**src/rtl/warmboot_ctrl.sv**
```systemverilog
// Auto-boot countdown with host override: drives the warmboot image select
// (s1/s0) and trigger (boot) pins, with an LED progress bar for the countdown.
module warmboot_ctrl #(
  parameter int unsigned TIMEOUT_CYCLES = 134217728,
  parameter int unsigned NUM_LEDS       = 8,
  parameter logic [1:0]  DEFAULT_IMAGE  = 2'd1,
  parameter bit          AUTOBOOT_EN    = 1'b1,
  parameter int unsigned BOOT_SETUP     = 2
) (
  input  logic                clk,
  input  logic                sresetn,
  input  logic                activity,
  input  logic                cmd_tvalid,
  output logic                cmd_tready,
  input  logic [7:0]          cmd_tdata,
  output logic [NUM_LEDS-1:0] leds,
  output logic                armed,
  output logic                s0,
  output logic                s1,
  output logic                boot
);

  localparam int          CTR_W = $clog2(TIMEOUT_CYCLES + 1);
  localparam int          SET_W = $clog2(BOOT_SETUP + 1);
  localparam int unsigned STEP  = TIMEOUT_CYCLES / NUM_LEDS;

  typedef enum logic [1:0] {COUNTING, IDLE, SETUP, BOOT} state_t;
  localparam state_t RESET_STATE = AUTOBOOT_EN ? COUNTING : IDLE;

  state_t             state, state_nxt;
  logic [CTR_W-1:0]   ctr, ctr_nxt;
  logic [SET_W-1:0]   setup_cnt, setup_nxt;
  logic [1:0]         img_nxt;
  logic [NUM_LEDS-1:0] bar;
  logic               accept, is_boot_cmd, is_disarm, is_arm;

  assign accept      = cmd_tvalid && cmd_tready;
  assign is_boot_cmd = accept && (cmd_tdata[7:2] == 6'd0);
  assign is_disarm   = accept && (cmd_tdata == 8'h10);
  assign is_arm      = accept && (cmd_tdata == 8'h11);

  always_comb begin
    bar = '0;
    for (int unsigned i = 0; i < NUM_LEDS; i++)
      bar[i] = 32'(ctr) > 32'(STEP * i);
  end

  // Priority: accepted command, then activity, then timeout. Unrecognised
  // command bytes fall through as if no command had arrived.
  always_comb begin
    state_nxt = state;
    ctr_nxt   = ctr;
    setup_nxt = setup_cnt;
    img_nxt   = DEFAULT_IMAGE;
    case (state)
      COUNTING: begin
        if (is_boot_cmd) begin
          state_nxt = SETUP;
          img_nxt   = cmd_tdata[1:0];
          setup_nxt = '0;
        end else if (is_disarm) begin
          state_nxt = IDLE;
        end else if (is_arm) begin
          ctr_nxt = '0;
        end else if (activity) begin
          state_nxt = IDLE;
        end else begin
          ctr_nxt = ctr + CTR_W'(1);
          if (ctr == CTR_W'(TIMEOUT_CYCLES - 1)) begin
            state_nxt = SETUP;
            setup_nxt = '0;
          end
        end
      end
      IDLE: begin
        if (is_boot_cmd) begin
          state_nxt = SETUP;
          img_nxt   = cmd_tdata[1:0];
          setup_nxt = '0;
        end else if (is_arm) begin
          state_nxt = COUNTING;
          ctr_nxt   = '0;
        end
      end
      SETUP: begin
        if (setup_cnt == SET_W'(BOOT_SETUP - 1))
          state_nxt = BOOT;
        else
          setup_nxt = setup_cnt + SET_W'(1);
      end
      default: ;
    endcase
  end

  // Status outputs follow the state being entered so they line up with it.
  always_ff @(posedge clk) begin
    if (!sresetn) begin
      state      <= RESET_STATE;
      ctr        <= '0;
      setup_cnt  <= '0;
      leds       <= '0;
      s0         <= 1'b0;
      s1         <= 1'b0;
      boot       <= 1'b0;
      cmd_tready <= 1'b0;
      armed      <= 1'b0;
    end else begin
      state      <= state_nxt;
      ctr        <= ctr_nxt;
      setup_cnt  <= setup_nxt;
      armed      <= (state_nxt == COUNTING);
      cmd_tready <= (state_nxt == COUNTING) || (state_nxt == IDLE);
      boot       <= (state_nxt == BOOT);
      leds       <= ((state_nxt == SETUP) || (state_nxt == BOOT)) ? '1 : bar;
      if ((state != SETUP) && (state != BOOT) && (state_nxt == SETUP)) begin
        s0 <= img_nxt[0];
        s1 <= img_nxt[1];
      end
    end
  end

endmodule

```
**config.mk**
```make
export PLATFORM = sky130hd
export DESIGN_NAME = warmboot_ctrl
export DESIGN_NICKNAME = d
export VERILOG_FILES = /design/src/rtl/warmboot_ctrl.sv
export SDC_FILE = /design/constraint.sdc
export NUM_CORES = 1
export LEC_CHECK = 0
export ABC_AREA = 1
export BUFFER_PORTS_ARGS = -buffer_cell sky130_fd_sc_hd__clkbuf_2
export CAP_MARGIN = 20
export CORE_MARGIN = 5
export CORE_UTILIZATION = 54
export CTS_CLUSTER_DIAMETER = 80
export DETAILED_ROUTE_END_ITERATION = 12
export GPL_TIMING_DRIVEN = 0
export PLACE_DENSITY_LB_ADDON = 0.2
export SETUP_SLACK_MARGIN = 0.05
export SYNTH_ARGS = -nofsm -noshare
export SYNTH_HDL_FRONTEND = slang
export SYNTH_SLANG_ARGS = --single-unit
```
**constraint.sdc**
```tcl
create_clock -name clk -period 1.5 [get_ports clk]
set_input_delay 0.075 -clock clk [delete_from_list [all_inputs] [get_ports clk]]
set_output_delay 0.075 -clock clk [all_outputs]
set_load 0.02 [all_outputs]
```
# [Yosys cells after proc, flatten, opt, wreduce, memory -nomap -nowiden]
# Cells that the tools add are included.
[totals] register_bits=45 word_cells=84
[classes] n_addsub=2 n_lt_le_gt_ge=8 eq_ne=22 n_mux=27 n_reduce_logical=16
[op_table] operator="$mux W28" n=6
[op_table] operator="$gt A28 B27 Y1 const B" n=4
[op_table] operator="$gt A28 B26 Y1 const B" n=2
[op_table] operator="$pmux W28 S2" n=1
[op_table] operator="$mux W2" n=17
[op_table] operator="$add A28 B1 Y28 const B" n=1
[op_table] operator="$eq A28 B27 Y1 const B" n=1
[op_table] operator="$gt A28 B1 Y1 const B" n=1
[op_table] operator="$gt A28 B25 Y1 const B" n=1
[op_table] operator="$eq A8 B5 Y1 const B" n=2
[op_table] operator="$ne A2 B2 Y1 const B" n=8
[op_table] operator="$ne A3 B3 Y1 const B" n=5
[op_table] operator="$pmux W2 S3" n=2
[op_table] operator="$mux W8" n=1
[op_table] operator="$reduce_and A7 Y1" n=1
[op_table] operator="$eq A2 B1 Y1 const B" n=3
[op_table] operator="$eq A2 B2 Y1 const B" n=3
[op_table] operator="$logic_and A1 B1 Y1" n=6
[op_table] operator="$logic_not A6 Y1" n=1
[op_table] operator="$reduce_and A6 Y1" n=1
[op_table] operator="$logic_not A2 Y1" n=2
[op_table] operator="$reduce_bool A3 Y1" n=1
[op_table] operator="$add A2 B1 Y2 const B" n=1
[op_table] operator="$logic_or A1 B1 Y1" n=2
[op_table] operator="other kinds (2)" n=2

# [Logic depth before layout (Yosys ltp)]
[logic_depth] depth_word=10 depth_mapped=13

# [Worst setup path after synthesis]
# OpenSTA, ideal clock, no wires.
[synth_path] path_kind="reg-to-reg" startpoint="register ctr[0]" endpoint="register armed" setup_ps=120 t_arrival_ps=1489 t_required_ps=1380 setup_slack_ps=-109 stages_incl_launch_ff=11 n_path_buf=0 period_less_slack_ps=1609 path_cell_list="dfxtp_1 ha_1 nand3_1 nor2_1 nand4_1 nor2_1 nand2_1 nand2_2 inv_2 nand2_1 nor2_1"
[synth_between] elab_chain_len=8
[synth_lines] item="start, declared" line_no="31" source="logic [CTR_W-1:0] ctr, ctr_nxt;"
[synth_lines] item="start signal, assigned" line_no="109" source="ctr <= ctr_nxt;"
[synth_lines] item="$eq A28 B27 Y1" line_no="69" source="if (ctr == CTR_W'(TIMEOUT_CYCLES - 1)) begin"
[synth_lines] item="$mux W2" line_no="69"
[synth_lines] item="$mux W2" line_no="65" source="end else if (activity) begin"
[synth_lines] item="$mux W2" line_no="63" source="end else if (is_arm) begin"
[synth_lines] item="$mux W2" line_no="61" source="end else if (is_disarm) begin"
[synth_lines] item="$mux W2" line_no="57" source="if (is_boot_cmd) begin"
[synth_lines] item="$pmux W2 S3" line_no="55" source="case (state)"
[synth_lines] item="$logic_not A2 Y1" line_no="111" source="armed <= (state_nxt == COUNTING);"
[synth_lines] item="end signal, assigned" line_no="111"
[synth_lines] item="end, declared" line_no="17" source="output logic armed,"
# Every way passes these cells.
# A chain may end at the register's enable or synchronous reset.

# [Worst setup path in the final report]
[layout_path] startpoint="register ctr[13]" endpoint="register setup_cnt[1]"
[layout_between] elab_chain_len=3
[layout_lines] item="$eq A28 B27 Y1" line_no="69"
[layout_lines] item="$ne A3 B3 Y1 (no source line)"
[layout_lines] item="$reduce_and A7 Y1 (no source line)"
[layout_lines] item="end signal, assigned" line_no="110" source="setup_cnt <= setup_nxt;"
[layout_lines] item="end, declared" line_no="32" source="logic [SET_W-1:0] setup_cnt, setup_nxt;"
# Every way passes these cells.

==> results by group <==
Outcome
  • Run status: complete, but fails checks
  • Failing checks: negative setup slack

Final layout
  • Fillers: 387
  • Area of the multi-input gates: 0.00195 mm2
  • Final nets: 534
  • Final cell count without fillers: 590
  • Area grow syn2layout: 33.0%
  • FF/Latch Area: 940 um2
  • Share of cells above drive strength 1: 34.8%
  • Antenna diodes: 0

Power
  • Worst vdd ir: 0.590 mV
  • Final Power: 0.00272 W
  • Power Density: 720 mW/mm2
  • Leak pwr: 1.56 nW

Clock tree
  • Max Root-Sink Buffers: 2
  • Worst-Skew Late Latency: 320 ps
  • Clk sinks: 45
  • Total CTS buffers: 5
  • Clk slew on worst S/H paths: 100 ps
  • Clk Tree Root Cell: clkbuf_8
  • TritonCTS clock tree: built
  • Hold_buf cts: 0
  • H-tree depth: 2

STA
  • Max-slew violations: 0
  • Worst-Margin Slew: 575 ps
  • Clk_skew: 10.0 ps
  • Fmax: 621 MHz
  • RSZ-0062 raised after global routing: yes
  • Final min period: 1610 ps
  • Period utilization: 107%
  • Normalized max-slew margin: 61.6%
  • Hold Slack: 58.8 ps
  • Post-route setup slack: -110 ps
  • Final hold violation count: 0
  • # setup viols final: 41

Critical path
  • Setup CP Type: reg -> reg
  • Slowest stage delay, CP: 400 ps
  • CP max FO: 7
  • Crit-path cells: nand2_1, nor2_1, nand4_1, nor2_1, nand2_1, nand2_4, nand3_2, a21oi_1
  • Slowest-stage cell, CP: dfxtp_2
  • Worst setup path startpoint: ctr[13]$_SDFFE_PN0P_
  • Critical Path RT: 1740 ps
  • Worst Setup End Kind: register
  • Worst Setup EP: setup_cnt[1]$_SDFFE_PN0P_
  • Worst path depth: 8
  • Buf/Inv on CP: 0
  • Critical R2R Launch: ctr[13]$_SDFFE_PN0P_
  • CP arrival: 1850 ps
  • Worst reg2reg path endpoint: setup_cnt[1]$_SDFFE_PN0P_
  • R2R depth: 8
  • Type of origin of the critical path: register
  • CP top delay family: simple AND/OR/NAND/NOR gates
  • Reg2reg setup slack: -110 ps

Synthesis
  • Sequential fraction of the synthesis area: 31.6%
  • Syn_nets: 484
  • Largest area contributor in the netlist: dfxtp_1
  • EDFF count, synth: 0
  • Yosys warning count: 0
  • Post-synthesis cell area: 0.00285 mm2
  • Syn avg cell area: 6.07 um2
  • Yosys top cell area share: 31.6%
  • Post-Synthesis Cells: 469
  • Synth Flop Type: dfxtp_1
  • Ys async rst share: 0%
  • Synth area leaders: dfxtp_1, nand2_1, nor2_1, inv_1, nand3_1
  • #FFs+latches synth: 45
  • Count of different cell masters after synthesis: 33

Detailed routing
  • Routed Antenna Nets: 0
  • Vias per cell: 5.54
  • Final WL: 8.70 mm
  • Via Count: 3269
  • DRC: 0
  • Drt pass-1 iters: 7
  • First-iteration detailed-routing DRC count: 308
  • Routed WL per cell: 14.7 um

Placement
  • # placed instances: 563
  • Setup WS pre-CTS: -261 ps
  • Buffers added on ports: 24
  • Routability cong.: 0.935
  • DP Wirelength: 5.62 mm

Global routing
  • Gr ovfl total: 0
  • Vias in the first global route: 2902
  • First-pass GRT wire length: 13.2 mm
  • Antenna violations before repair: 0
  • Largest net degree at the start of global routing: 17
  • GR Util All Layers: 25.1%

Die
  • Initial Utilization: 55.7%
  • Die area: 0.00682 mm2
  • I/O Pins: 25
  • Die X: 82.6 um
  • # rows: 26
  • Core area: 0.00511 mm2
  • Vert. Die Dim: 82.6 um

Min path
  • HP Class: in -> reg

Run
  • Max Cap Viol: 0
-- metal layers --
metal / track usage (%) / routed length, um / part of all wire, % / vias to the layer above
met1: 32.5 / 3480 / 40 / 1491
met3: 4.01 / 760 / 8.7 / 29
met5: 0 / 0 / 0 / -
met2: 42.1 / 4170 / 48 / 164
li1: - / - / - / 1585
met4: 8.99 / 283 / 3.3 / 0
-- layout by cell type, fill, tap and decap left out, types with 3 or more instances in the layout --
cell | Yosys | layout
buf_2 | 5 | 3
clkbuf_2 | 1 | 24
dfxtp_1 | 45 | 26
a21oi_1 | 18 | 14
a21oi_2 | 0 | 4
nand3_1 | 43 | 32
nor2_4 | 5 | 10
dfxtp_4 | 0 | 6
nand2_4 | 1 | 7
o21ai_0 | 13 | 8
nor2_1 | 83 | 56
inv_1 | 60 | 53
nand2_2 | 7 | 14
nand2_1 | 128 | 114
nor2_2 | 4 | 26
buf_8 | 0 | 3
nor3_2 | 1 | 3
o21ai_1 | 8 | 8
nand3_4 | 1 | 5
nor3_1 | 10 | 8
buf_4 | 2 | 15
o21ai_2 | 1 | 5
nand3_2 | 1 | 8
buf_6 | 3 | 6
inv_2 | 4 | 9
dfxtp_2 | 0 | 13
nand4_1 | 12 | 12
clkbuf_8 | 0 | 5
-- logic make-up after synthesis --
logic type / Yosys count / share of synthesized area (%)
AOI/OAI and AO/OA: 47 / 9.28
adders and majority gates: 3 / 1.32
and+or+nand+nor: 296 / 45.9
buffers and inverters: 77 / 11.6
DFF: 45 / 31.6
xor gates and xnor gates: 1 / 0.308
-- worst min path at each step --
stage	startpoint	end	depth (start not counted)	slack [ps]
after floorplan	sresetn	state[1]$_SDFF_PN0_	2	230
after detailed placement	cmd_tdata[0]	s0$_SDFFE_PN0P_	3	380
final	cmd_tdata[0]	s0$_SDFFE_PN0P_	3	60
after CTS	cmd_tdata[0]	s0$_SDFFE_PN0P_	3	60
after global placement	cmd_tdata[0]	s0$_SDFFE_PN0P_	3	370
after global routing	sresetn	state[1]$_SDFF_PN0_	3	90
-- synth_stat cells, types with 2 or more instances --
cell,instances
nor3_1,10
nand4_1,12
inv_2,4
nor2_2,4
nor2_4,5
o21ai_0,13
a31oi_1,2
dfxtp_1,45
a21oi_1,18
nand2_1,128
buf_2,5
ha_1,3
buf_6,3
nor2_1,83
nand3_1,43
o21ai_1,8
buf_4,2
nand2_2,7
inv_1,60
-- cell type report --
cell class                 count  area share [%]
tap                           70            2.31
multi-input combinational    347            51.6
timing repair buffer          43            8.06
sequential                    45            24.8
clock inverter                 3            1.32
buffer                        12            3.07
clock buffer                   5            1.82
inverter                      65            6.97
-- stage by stage --
step,cell area [um2],util (%),TNS (ps)
floorplan,2880,-,0
global placement,3090,60.5,-5030
detailed placement,3090,60.5,-5400
CTS,3450,67.5,-404
global route,3790,74.1,-6720
finish,3790,74.1,-2090
-- where the power goes --
group	internal [W]	switching [W]	leakage (nW)
logic	0.000201	0.000308	1.13
clock network	0.000511	0.000477	0.0603
registers	0.00121	0.0000175	0.375
-- state kept, by name, summed over array words and instances, names as in the netlist --
signal,flops
ctr,28
leds,8
setup_cnt,2
state,2
armed,1
boot,1
cmd_tready,1
s0,1
s1,1
-- worst min-delay path: stages --
cell,delay (ps)
clkbuf_2,110
o31ai_1,70
nor2_1,80
-- timing repair --
action	in CTS	in global routing
pin swaps	15	19
gates resized for setup	50	82
setup buffers	12	5
setup endpoints to repair	43	44
gates cloned	0	2
(Power assumes the default switching activity.)
